[config.mk]
export PLATFORM = sky130hd
export DESIGN_NAME = bcd_timer_chain
export DESIGN_NICKNAME = d
export VERILOG_FILES = /design/src/rtl/bcd_timer_chain.sv
export SDC_FILE = /design/constraint.sdc
export NUM_CORES = 1
export LEC_CHECK = 0
export CORE_ASPECT_RATIO = 0.8
export CORE_MARGIN = 3
export CORE_UTILIZATION = 47
export CTS_CLUSTER_DIAMETER = 30
export DETAILED_ROUTE_END_ITERATION = 8
export GPL_ROUTABILITY_DRIVEN = 1
export PLACE_DENSITY = 0.8
export RECOVER_POWER = 25
export SYNTH_ARGS = -nofsm -noshare
export SYNTH_HDL_FRONTEND = slang
export SYNTH_SLANG_ARGS = --single-unit
[constraint.sdc]
create_clock -name tick -period 2.14 [get_ports tick]
set_input_delay 0.428 -clock tick [delete_from_list [all_inputs] [get_ports tick]]
set_output_delay 0.428 -clock tick [all_outputs]
set_load 0.1 [all_outputs]
[src/rtl/bcd_timer_chain.sv]
// Cascaded BCD stopwatch/countdown core: tenths, seconds LSD/MSD and MIN_DIGITS minute digits.
// Define TIMER_LAP_EN to add the lap-capture input, lap registers and lap_valid.
module bcd_timer_chain #(
    parameter int MIN_DIGITS = 1
) (
    input  logic                    tick,
    input  logic                    clr,
    input  logic                    enable,
    input  logic                    dswitch,
    input  logic                    stop_mode,
    input  logic                    load,
    input  logic [4*MIN_DIGITS-1:0] load_min,
    input  logic [3:0]              load_sec_msd,
    input  logic [3:0]              load_sec_lsd,
    input  logic [3:0]              load_tenth,
`ifdef TIMER_LAP_EN
    input  logic                    lap,
    output logic [4*MIN_DIGITS-1:0] lap_min,
    output logic [3:0]              lap_sec_msd,
    output logic [3:0]              lap_sec_lsd,
    output logic [3:0]              lap_tenth,
    output logic                    lap_valid,
`endif
    output logic [4*MIN_DIGITS-1:0] min,
    output logic [3:0]              sec_msd,
    output logic [3:0]              sec_lsd,
    output logic [3:0]              tenth,
    output logic                    wrap,
    output logic                    expired
);

    // Digit 0 is tenths, 1 seconds LSD, 2 seconds MSD, 3.. minutes (least significant first).
    localparam int N = MIN_DIGITS + 3;

    logic [3:0] digit   [N];
    logic [3:0] preset  [N];
    logic [3:0] counted [N];
    logic       at_term;
    logic       next_term;

    function automatic logic [3:0] max_of(input int idx);
        return (idx == 2) ? 4'd5 : 4'd9;
    endfunction

    function automatic logic [3:0] clamp(input logic [3:0] v, input logic [3:0] lim);
        return (v > lim) ? lim : v;
    endfunction

    always_comb begin
        preset[0] = clamp(load_tenth, 4'd9);
        preset[1] = clamp(load_sec_lsd, 4'd9);
        preset[2] = clamp(load_sec_msd, 4'd5);
        for (int i = 0; i < MIN_DIGITS; i++) begin
            preset[3+i] = clamp(load_min[4*i +: 4], 4'd9);
        end
    end

    // Ripple carry/borrow through the whole chain in one cycle. A carry out of the
    // top digit happens exactly when every digit sits at the terminal value.
    always_comb begin
        logic carry;
        // NOTE: every always_comb output gets a default before any conditional
        // assignment, otherwise a path that skips it infers a latch.
        carry     = 1'b1;
        at_term   = 1'b1;
        next_term = 1'b1;
        for (int i = 0; i < N; i++) begin
            counted[i] = digit[i];
            if (carry) begin
                if (dswitch) begin
                    counted[i] = (digit[i] == max_of(i)) ? 4'd0 : digit[i] + 4'd1;
                    carry      = (digit[i] == max_of(i));
                end else begin
                    counted[i] = (digit[i] == 4'd0) ? max_of(i) : digit[i] - 4'd1;
                    carry      = (digit[i] == 4'd0);
                end
            end
            at_term   = at_term   & (dswitch ? (digit[i]   == max_of(i)) : (digit[i]   == 4'd0));
            next_term = next_term & (dswitch ? (counted[i] == max_of(i)) : (counted[i] == 4'd0));
        end
    end

    // NOTE: sequential state uses non-blocking assignments only, so every register
    // samples the pre-edge values regardless of statement order.
    always_ff @(posedge tick or posedge clr) begin
        if (clr) begin
            // NOTE: the digit array is a handful of flops, not a RAM, so it is reset
            // like any other register.
            digit   <= '{default: 4'd0};
            wrap    <= 1'b0;
            expired <= 1'b0;
        end else if (load) begin
            digit   <= preset;
            wrap    <= 1'b0;
            expired <= 1'b0;
        end else if (enable && !expired) begin
            if (stop_mode) begin
                wrap <= 1'b0;
                if (at_term) begin
                    expired <= 1'b1;
                end else begin
                    digit   <= counted;
                    expired <= next_term;
                end
            end else begin
                digit <= counted;
                wrap  <= at_term;
            end
        end else begin
            wrap <= 1'b0;
        end
    end

    assign tenth   = digit[0];
    assign sec_lsd = digit[1];
    assign sec_msd = digit[2];

    for (genvar g = 0; g < MIN_DIGITS; g++) begin : g_min
        assign min[4*g +: 4] = digit[3+g];
    end

`ifdef TIMER_LAP_EN
    // Captures the value shown before the edge, so a coincident load or step is not seen.
    always_ff @(posedge tick or posedge clr) begin
        if (clr) begin
            lap_min     <= '0;
            lap_sec_msd <= 4'd0;
            lap_sec_lsd <= 4'd0;
            lap_tenth   <= 4'd0;
            lap_valid   <= 1'b0;
        end else if (lap) begin
            for (int i = 0; i < MIN_DIGITS; i++) begin
                lap_min[4*i +: 4] <= digit[3+i];
            end
            lap_sec_msd <= digit[2];
            lap_sec_lsd <= digit[1];
            lap_tenth   <= digit[0];
            lap_valid   <= 1'b1;
        end
    end
`endif

endmodule

==> flow_summary_export.csv, run 1 <==
group,metric,value,unit
die,top_level_ports,40,
logic_synthesis,synth.yosys.warnings,0,
logic_synthesis,syn-mean-instance-area,7.75,um^2
die,start_util,49.3,%
timing,grt_setup_unrepaired,"yes",
grt,grt_start_max_net_pins,21,
layout,final_nets,359,
die,floorplan.rows,20,
layout,finalCoreUtilization,79.8,%
layout,area_delta_synth_final,61.9,%
detailed_routing,viasPerCell,6.14,
clock_network,ctsRootBufferMaster,"clkbuf_8",
detailed_routing,firstDrtPassIters,5,
logic_synthesis,synth.net_count,270,
logic_synthesis,synth_flop_cell,"dfrtp_1",
clock_network,cts.htree.levels,1,
grt,grtUsageTotal,27.0,%
clock_network,clkTransAtPathRegs,0.08,ns
placed_design,gp_congestion,0.973,
layout,final_area,3070,um^2
timing,hold_violations_final,0,
logic_synthesis,synth-async-reset-ratio,100,%
timing,setup_ws,-0.200,ns
logic_synthesis,synth_seq_cells,18,
detailed_routing,dr.first_iter.drc_count,270,
grt,first_global_vias,2244,
clock_network,clk_latency,0.27,ns
detailed_routing,route.antenna.remaining_nets,0,
clock_network,clk_path_buf_depth,2,
logic_synthesis,seq_area_frac_synth,23.7,%
placed_design,placed_area,2810,um^2
worst_setup_path,timing.setup.critical_path_class,"flop to flop",
logic_synthesis,synth_commonest_cells,"o21ai_0 (23), nor2_1 (20), dfrtp_1 (18)",
clock_network,holdBufCountCts,0,
outcome,violations_in_the_final_reports,"setup timing",
power,power_leakage,0.00125,uW
logic_synthesis,post-synth-top-count-cell,"o21ai_0",
timing,max_clock_freq,427,MHz
logic_synthesis,synth_edf_count,0,
worst_setup_path,maximum_fanout_along_the_worst_path,5,
run,maxCapViolCount,0,
worst_setup_path,cp_data_required_time,2.30,ns
clock_network,tritoncts_clock_tree,"yes",
detailed_routing,via_count,2383,
timing,timing.setup.tns,-1.50,ns
detailed_routing,routed_wire_length_per_instance,18.0,um
detailed_routing,drc,0,
die,die-height,62.9,um
timing,timing.final.max_slew_violations,0,
timing,final-setup-viol-count,17,
worst_setup_path,arrival_time_worst_endpoint,2.50,ns
logic_synthesis,synth_top_area_share,23.7,%
detailed_routing,drt-total-wl,6.99,mm
grt,grt_pass1_wl,10.6,mm
worst_setup_path,setup.worst_path.end_class,"flop",
die,die_area,4840,um^2
die,core_region_area,3850,um^2
logic_synthesis,synth.distinct_cells,66,
clock_network,cts_inserted_buffers,3,
worst_setup_path,critPathLaunchType,"flop",
worst_setup_path,worstPathCellList,"ha_4, and4b_2, o21ai_4, nor2_4, a31o_1, buf_12, or3_1, a32o_1",
timing,final.period_utilization,109,%
worst_setup_path,crit_path_max_incr_delay,0.52,ns
outcome,result_of_the_run,"finished with violations",
layout,fillCellCount,261,
timing,worst_clock_skew,0.00551,ns
timing,final_period_minus_worst_setup_slack,2.34,ns
timing,holdWs,0.670,ns
timing,timing.max_slew.rel_slack,26.9,%
layout,insertedDiodeCount,0,
logic_synthesis,main_area_contributors_after_synthesis,"dfrtp_1 (24%), o21ai_0 (6.1%), xnor2_1 (4.6%)",
worst_setup_path,timing.critical_path.slowest_stage_cell,"dfrtp_4",
logic_synthesis,syn-cell-area,1900,um^2
layout,multiInputGateArea,1520,um^2
hold_path,timing.hold.worst.class,"flop to flop",
placed_design,port-buffer-count,39,
logic_synthesis,post_synth_inst_count,245,
placed_design,hpwlAfterDp,4.89,mm
layout,ff_latch_area,473,um^2
timing,actual_transition_at_the_worst_max_transition_pin,1.10,ns
logic_synthesis,synth_largest_area_cell,"dfrtp_1",
grt,grt.overflow.total,0,
power,power-per-cell-area,579,nW/um^2
layout,post_route_cells_drive_above_1_share,43.5,%
die,chipWidth,77.1,um
grt,antenna_found_initial,0,
power,ir_drop,0.000464,V
clock_network,clock-sinks,18,
[layout by cell type (no fill, tap or decap), drive strengths merged, types with 7 or more instances in the layout]
cell	count
nor2	22
a21oi	10
xnor2	10
dfrtp	18
inv	7
mux2i	7
nand2	17
nor3	7
nand2b	10
o21ai	27
clkdlybuf4s50	19
nand3	10
buf	82
[critical path: cells and delay by family (launching register included)]
kind | cells | cell delay (ns)
flip-flops | 1 | 0.52
AND/OR/NAND/NOR | 3 | 0.64
AO/OA/AOI/OAI | 3 | 0.75
adder cells (fa/ha/maj) | 1 | 0.18
buffers and inverters | 1 | 0.14
[metrics by stage]
| stage | power, uW | instances | setup WS [ns] |
|---|---|---|---|
| after floorplan | 1040 | 245 | -0.288 |
| after global routing | 1860 | 388 | -0.280 |
| after detailed placement | 1390 | 377 | -0.609 |
| after CTS | 1720 | 386 | -0.155 |
| final | 1780 | 388 | -0.200 |
| after global placement | 1370 | 377 | -0.585 |
[per-layer routing]
layer	share of wire (%)	global-route usage [%]	vias to the layer above
li1	-	-	1086
met1	42	35.2	1133
met2	48	45.0	144
met3	7.5	4.76	20
met4	1.9	9.33	0
met5	0	0	-
[layout make-up]
| cell class | instances | area share (%) |
|---|---|---|
| multi-input cells | 199 | 49.4 |
| repair buffers | 104 | 30.0 |
| flip-flops and latches | 18 | 15.4 |
| well taps | 55 | 2.24 |
| clock buffers | 4 | 1.79 |
| inverters | 8 | 1.22 |
[power breakdown]
part | total [uW] | leakage, uW | switching [uW] | internal [uW]
Sequential | 438 | 0.000208 | 59.5 | 378
Combinational | 1030 | 0.00101 | 613 | 421
Clock | 308 | 0.0000288 | 144 | 164
Total | 1780 | 0.00125 | 816 | 964
[logic make-up (layout without fill, tap and decap cells)]
kind of cell    Yosys count  count (layout)  share of synthesized area (%)
compound gates           79              79                           29.0
xor+xnor                 12              12                           5.53
fa+ha+maj                 3               3                           1.98
buf+inv                  28             116                           6.13
flops                    18              18                           23.7
mux                       8               8                           4.28
simple gates             97              97                           29.4
[worst paths after layout]
| path | cells after the start | slack, ns | endpoint | start |
|---|---|---|---|---|
| max in group asynchronous | 3 | 0.43 | tenth[0]$_DFFE_PP0P_ | clr |
| worst min-delay path | 3 | 0.67 | sec_msd[3]$_DFFE_PP0P_ | sec_msd[3]$_DFFE_PP0P_ |
| worst max register to register | 8 | -0.20 | sec_lsd[1]$_DFFE_PP0P_ | tenth[0]$_DFFE_PP0P_ |
| worst max-delay path | 8 | -0.20 | sec_lsd[1]$_DFFE_PP0P_ | tenth[0]$_DFFE_PP0P_ |
| min in group asynchronous | 3 | 0.93 | sec_lsd[3]$_DFFE_PP0P_ | clr |
| worst min register to register | 3 | 0.67 | sec_msd[3]$_DFFE_PP0P_ | sec_msd[3]$_DFFE_PP0P_ |
[registers in the layout, indices dropped and copies added, names as in the netlist]
name     cells
expired      1
tenth        4
sec_lsd      4
min          4
wrap         1
sec_msd      4
[what timing repair did]
action / CTS / global route
endpoints found under the setup margin: 17 / 17
pin swaps: 16 / 16
buffers inserted: 5 / 2
gates resized for setup: 20 / 20
No activity file was read; power rests on OpenSTA's default activity.
==> inputs of run 2 (changes only) <==
--- a/config.mk
+++ b/config.mk
@@ -5,9 +5,10 @@
 export SDC_FILE = /design/constraint.sdc
 export NUM_CORES = 1
 export LEC_CHECK = 0
-export CORE_ASPECT_RATIO = 0.8
+export CORE_ASPECT_RATIO = 0.75
 export CORE_MARGIN = 3
 export CORE_UTILIZATION = 47
+export CTS_BUF_LIST = sky130_fd_sc_hd__clkbuf_8 sky130_fd_sc_hd__clkbuf_16
 export CTS_CLUSTER_DIAMETER = 30
 export DETAILED_ROUTE_END_ITERATION = 8
 export GPL_ROUTABILITY_DRIVEN = 1
==> run 2 against run 1 <==
  * The run still ends with setup timing left
  * Clock power down 1%
  * Via count down 3.1%
  * Combinational power about the same
  * Cell area down 1.9%
  * First-iteration DRC count down 29%
  * Critical path depth up 2
==> flow_summary_export.csv, run 2 (synthesis gave the netlist of run 1 again) <==
group,metric,value,unit
clock_network,ctsRootBufferMaster,"clkbuf_8",
timing,grt_setup_unrepaired,"yes",
timing,final-setup-viol-count,15,
detailed_routing,drt-total-wl,6.59,mm
placed_design,placed_area,2700,um^2
clock_network,cts_inserted_buffers,3,
layout,post_route_cells_drive_above_1_share,40.7,%
power,switching_power,795,uW
power,p_int,952,uW
power,power-per-cell-area,580,nW/um^2
power,pwr-share-comb,57.3,%
die,die_area,4850,um^2
placed_design,place_worst_setup_slack,-0.558,ns
clock_network,clk_latency,0.26,ns
detailed_routing,via_count,2310,
grt,first_global_vias,2051,
timing,timing.final.max_slew_violations,0,
clock_network,clock-sinks,18,
layout,final_area,3020,um^2
clock_network,tritoncts_clock_tree,"yes",
power,netSwitchingFraction,45.5,%
worst_setup_path,arrival_time_worst_endpoint,2.59,ns
run,maxCapViolCount,0,
clock_network,clkTransAtPathRegs,0.08,ns
worst_setup_path,critPathLaunchType,"flop",
die,core_region_area,3780,um^2
layout,fillCellCount,219,
detailed_routing,drc,0,
grt,grt.overflow.total,0,
placed_design,hpwlAfterDp,4.42,mm
clock_network,holdBufCountCts,0,
die,die-height,61.1,um
power,power_leakage,0.00122,uW
grt,grt_start_max_net_pins,21,
grt,grtUsageTotal,26.5,%
grt,antenna_found_initial,0,
die,chipWidth,79.4,um
worst_setup_path,maximum_fanout_along_the_worst_path,5,
clock_network,clk_path_buf_depth,2,
detailed_routing,route.antenna.remaining_nets,0,
timing,final_period_minus_worst_setup_slack,2.41,ns
detailed_routing,routed_wire_length_per_instance,17.3,um
clock_network,cts.htree.levels,1,
detailed_routing,viasPerCell,6.06,
timing,timing.max_slew.rel_slack,27.2,%
layout,insertedDiodeCount,0,
hold_path,timing.hold.worst.class,"flop to flop",
power,power_frac_seq,25.3,%
outcome,violations_in_the_final_reports,"setup timing",
die,floorplan.rows,19,
detailed_routing,firstDrtPassIters,5,
timing,final.period_utilization,112,%
worst_setup_path,cp_data_required_time,2.33,ns
outcome,result_of_the_run,"finished with violations",
worst_setup_path,timing.setup.critical_path_class,"flop to flop",
die,start_util,50.2,%
layout,layout.cells.most_common_list,"buf_4 (64), clkdlybuf4s50_1 (19), nand2_1 (16), nor2_1 (16)",
power,ir_drop,0.000490,V
timing,setup_ws,-0.266,ns
detailed_routing,dr.first_iter.drc_count,192,
layout,final_nets,355,
timing,worst_clock_skew,0.00153,ns
timing,actual_transition_at_the_worst_max_transition_pin,1.09,ns
grt,grt_pass1_wl,10.2,mm
placed_design,port-buffer-count,39,
placed_design,gp_congestion,0.970,
layout,area_delta_synth_final,58.8,%
power,share_clk_of_total_power,17.4,%
die,top_level_ports,40,
worst_setup_path,setup.worst_path.end_class,"flop",
timing,max_clock_freq,416,MHz
layout,layout_commonest_cell,"buf_4",
timing,hold_violations_final,0,
==> run 2: final cells by class <==
| type | instances | area, um^2 | area share (%) |
|---|---|---|---|
| Clock buffer | 4 | 55.1 | 1.83 |
| Inverter | 8 | 35.0 | 1.16 |
| Sequential cell | 18 | 473 | 15.7 |
| Multi-Input combinational cell | 199 | 1520 | 50.2 |
| Timing Repair Buffer | 100 | 872 | 28.9 |
| Tap cell | 52 | 65.1 | 2.16 |
==> run 2: power by group through the flow <==
stage / sequential (uW) / combinational (uW) / clock, uW
final: 443 / 1000 / 304
after floorplan: 652 / 390 / 0
after global placement: 443 / 905 / 0
after global routing: 447 / 1060 / 325
after detailed placement: 443 / 917 / 0
after CTS: 437 / 958 / 309
==> run 2: path summary, 6_finish.rpt <==
check | from | end | slack [ns] | depth (start not counted)
max in group asynchronous | clr | tenth[0]$_DFFE_PP0P_ | 0.43 | 3
min reg2reg | expired$_DFFE_PP0P_ | expired$_DFFE_PP0P_ | 0.72 | 3
min | expired$_DFFE_PP0P_ | expired$_DFFE_PP0P_ | 0.72 | 3
max reg2reg | tenth[1]$_DFFE_PP0P_ | expired$_DFFE_PP0P_ | -0.27 | 10
max | tenth[1]$_DFFE_PP0P_ | expired$_DFFE_PP0P_ | -0.27 | 10
min in group asynchronous | clr | sec_lsd[0]$_DFFE_PP0P_ | 0.93 | 3
==> run 2: per-stage QoR <==
step           hold WS [ns]  util (%)  cells  setup TNS [ns]  power [uW]
4_1_cts               0.485      76.4    374          -0.479        1700
6_report              0.715      79.8    381           -1.89        1750
5_1_grt               0.729      79.8    381           -3.12        1830
3_3_place_gp          0.647      71.4    363           -6.60        1350
2_1_floorplan         0.366         -    245           -1.43        1040
3_5_place_dp          0.680      71.4    363           -7.45        1360
==> run 2: repair_timing <==
item | in CTS | in global routing
gates cloned | 0 | 0
resized for setup | 18 | 21
pin swaps | 5 | 15
buffers inserted | 7 | 8
endpoints found under the hold margin | 0 | 0
setup endpoints to repair | 17 | 17
==> run 2: routing by layer <==
layer | wire (um) | global-route usage (%) | share of wire [%] | vias up
met4 | 146 | 5.64 | 2.2 | 0
li1 | - | - | - | 1079
met5 | 0 | 0 | 0 | -
met1 | 2980 | 39.0 | 45 | 1079
met2 | 2960 | 41.0 | 45 | 131
met3 | 501 | 4.97 | 7.6 | 21
==> run 2: critical path, stage by stage, from the launching register on <==
cell and delay (ns):
dfrtp_4 0.50, inv_4 0.09, ha_4 0.15, nor4b_4 0.20, buf_6 0.18, o221ai_4 0.15, o31ai_1 0.37, a211o_1 0.24
and4_1 0.19, mux2i_1 0.08, a211oi_2 0.17
==> inputs of run 3 (changes only) <==
--- a/config.mk
+++ b/config.mk
@@ -6,7 +6,7 @@
 export NUM_CORES = 1
 export LEC_CHECK = 0
 export CORE_ASPECT_RATIO = 0.75
-export CORE_MARGIN = 3
+export CORE_MARGIN = 2
 export CORE_UTILIZATION = 47
 export CTS_BUF_LIST = sky130_fd_sc_hd__clkbuf_8 sky130_fd_sc_hd__clkbuf_16
 export CTS_CLUSTER_DIAMETER = 30
==> run 3 against run 2 <==
  * The flow still finishes with violations (setup timing)
  * Hold slack improved by 0.0099 ns
  * Combinational power rose by 7%
  * Clock power rose by 2%
  * Die area fell by 5.7%
  * Non-clock buffer count rose by 3
  * Critical endpoint unchanged
  * Count of clock-buffer cells in the layout did not move
  * Via count rose by 2.8%
  * Flip-flop and latch count did not move
  * Highest routed layer unchanged
  * Wire length rose by 7.9%
  * Clock skew rose by 0.0056 ns
  * Core utilization rose by 3.5 points
  * Fmax rose by 0.87%
==> flow_summary_export.csv, run 3 (synthesis gave the netlist of run 1 again) <==
group,metric,value,unit
outcome,result_of_the_run,"finished with violations",
outcome,violations_in_the_final_reports,"setup timing",
die,start_util,50.6,%
grt,antenna_found_initial,0,
power,ir_drop,0.000481,V
clock_network,cts_inserted_buffers,3,
die,core_region_area,3760,um^2
detailed_routing,dr.first_iter.drc_count,240,
worst_setup_path,worstPathCellList,"inv_6, ha_4, or4b_4, a21oi_2, a22oi_1, buf_4, a2111oi_1, mux2i_1, a211oi_2",
grt,grtUsageTotal,28.8,%
clock_network,cts.htree.levels,1,
worst_setup_path,critical_path_buf_inv_count,2,
timing,max_clock_freq,419,MHz
grt,grt_start_max_net_pins,21,
placed_design,placed_cells,368,
placed_design,gp_congestion,0.933,
power,power_leakage,0.00127,uW
layout,final_nets,358,
die,die-height,59.1,um
worst_setup_path,timing.critical_path.slowest_stage_cell,"dfrtp_4",
clock_network,clkTransAtPathRegs,0.09,ns
clock_network,clock-sinks,18,
placed_design,hpwlAfterDp,4.39,mm
worst_setup_path,timing.setup.critical_path_class,"flop to flop",
grt,grt.overflow.total,0,
die,top_level_ports,40,
worst_setup_path,critPathLaunchType,"flop",
timing,timing.final.max_slew_violations,0,
placed_design,placed_area,2740,um^2
die,floorplan.rows,19,
layout,post_route_cells_drive_above_1_share,45.2,%
worst_setup_path,arrival_time_worst_endpoint,2.58,ns
clock_network,tritoncts_clock_tree,"yes",
detailed_routing,drc,0,
hold_path,timing.hold.worst.class,"flop to flop",
timing,final_period_minus_worst_setup_slack,2.38,ns
clock_network,clk_latency,0.27,ns
placed_design,port-buffer-count,39,
layout,insertedDiodeCount,0,
worst_setup_path,setup.worst_path.end_class,"flop",
timing,worst_clock_skew,0.00708,ns
timing,actual_transition_at_the_worst_max_transition_pin,1.14,ns
layout,layout_commonest_cell,"buf_4",
layout,area_delta_synth_final,64.6,%
power,design_power_total,1800,uW
detailed_routing,routed_wire_length_per_instance,18.5,um
timing,timing.max_slew.rel_slack,23.9,%
detailed_routing,route.antenna.remaining_nets,0,
grt,grt_pass1_wl,10.4,mm
layout,layout.cells.non_filler,384,
clock_network,ctsRootBufferMaster,"clkbuf_8",
worst_setup_path,crit_path_max_incr_delay,0.50,ns
timing,final.period_utilization,111,%
timing,hold_violations_final,0,
layout,layout.cells.most_common_list,"buf_4 (63), clkdlybuf4s50_1 (19), nand2_1 (15), nor2_1 (15), buf_6 (15)",
grt,first_global_vias,2162,
timing,holdWs,0.725,ns
layout,fillCellCount,225,
detailed_routing,via_count,2375,
detailed_routing,firstDrtPassIters,5,
timing,final-setup-viol-count,16,
timing,grt_setup_unrepaired,"yes",
die,die_area,4570,um^2
die,chipWidth,77.4,um
layout,final_area,3130,um^2
detailed_routing,viasPerCell,6.18,
run,maxCapViolCount,0,
detailed_routing,drt-total-wl,7.11,mm
power,power-per-cell-area,576,nW/um^2
clock_network,clk_path_buf_depth,2,
worst_setup_path,cp_data_required_time,2.33,ns
timing,setup_ws,-0.245,ns
clock_network,holdBufCountCts,0,
worst_setup_path,maximum_fanout_along_the_worst_path,3,
worst_setup_path,crit_family,"compound AO/OA/AOI/OAI gates",
## run 3: cell types whose count changed in the layout (fill, tap and decap cells not counted), sizes merged
cell,previous run,this run
buf,78,81
dlygate4sd2,1,0
clkdlybuf4s15,0,1
## run 3: per-layer routing
layer  part of all wire, %  vias up  track usage (%)
met1                    39     1105             38.0
met5                     0        -                0
met3                    10       36             5.34
met2                    48      151             48.1
li1                      -     1083                -
met4                   3.4        0             10.7
## run 3: repair_timing
item / CTS / global route
pin swaps: 10 / 19
resized for setup: 27 / 33
gates cloned: 0 / 0
hold endpoints to repair: 0 / 0
buffers inserted: 8 / 4
setup endpoints to repair: 17 / 17
## run 3: worst reg2reg max path, delay by kind of cell (launching register included)
family	cells	cell delay, ns
buf+inv	2	0.26
mux	1	0.15
fa+ha+maj	1	0.14
simple gates	1	0.48
compound gates	4	0.78
flops	1	0.50
## run 3: layout make-up
class                           count  area, um^2  area share [%]
Multi-Input combinational cell    199        1580            50.5
Clock buffer                        4        55.1            1.76
Tap cell                           52        65.1            2.08
Sequential cell                    18         473            15.1
Timing Repair Buffer              103         916            29.3
Inverter                            8        37.5            1.20
## run 3: path summary, 6_finish.rpt
kind                                      startpoint                endpoint  slack, ns  cells past startpoint
worst max register to register  tenth[1]$_DFFE_PP0P_     expired$_DFFE_PP0P_      -0.24                      9
worst min register to register  tenth[2]$_DFFE_PP0P_    tenth[2]$_DFFE_PP0P_       0.73                      2
worst min-delay path            tenth[2]$_DFFE_PP0P_    tenth[2]$_DFFE_PP0P_       0.73                      2
max in group asynchronous                        clr    tenth[0]$_DFFE_PP0P_       0.37                      3
min in group asynchronous                        clr  sec_msd[0]$_DFFE_PP0P_       0.95                      3
worst max-delay path            tenth[1]$_DFFE_PP0P_     expired$_DFFE_PP0P_      -0.24                      9
## run 3: per-stage QoR
step                      setup TNS (ns)  util (%)  setup WS, ns
after floorplan                    -1.43         -        -0.288
after global placement             -7.68      72.9        -0.550
after detailed placement           -8.73      72.9        -0.598
after CTS                         -0.600      78.5        -0.157
after global routing               -2.34      83.2        -0.319
final                              -1.47      83.2        -0.245
## run 3: where the power goes
group | total [uW] | internal (uW) | switching (uW)
combinational | 1070 | 425 | 642
sequential | 424 | 378 | 45.9
clock | 311 | 164 | 146
total | 1800 | 968 | 834
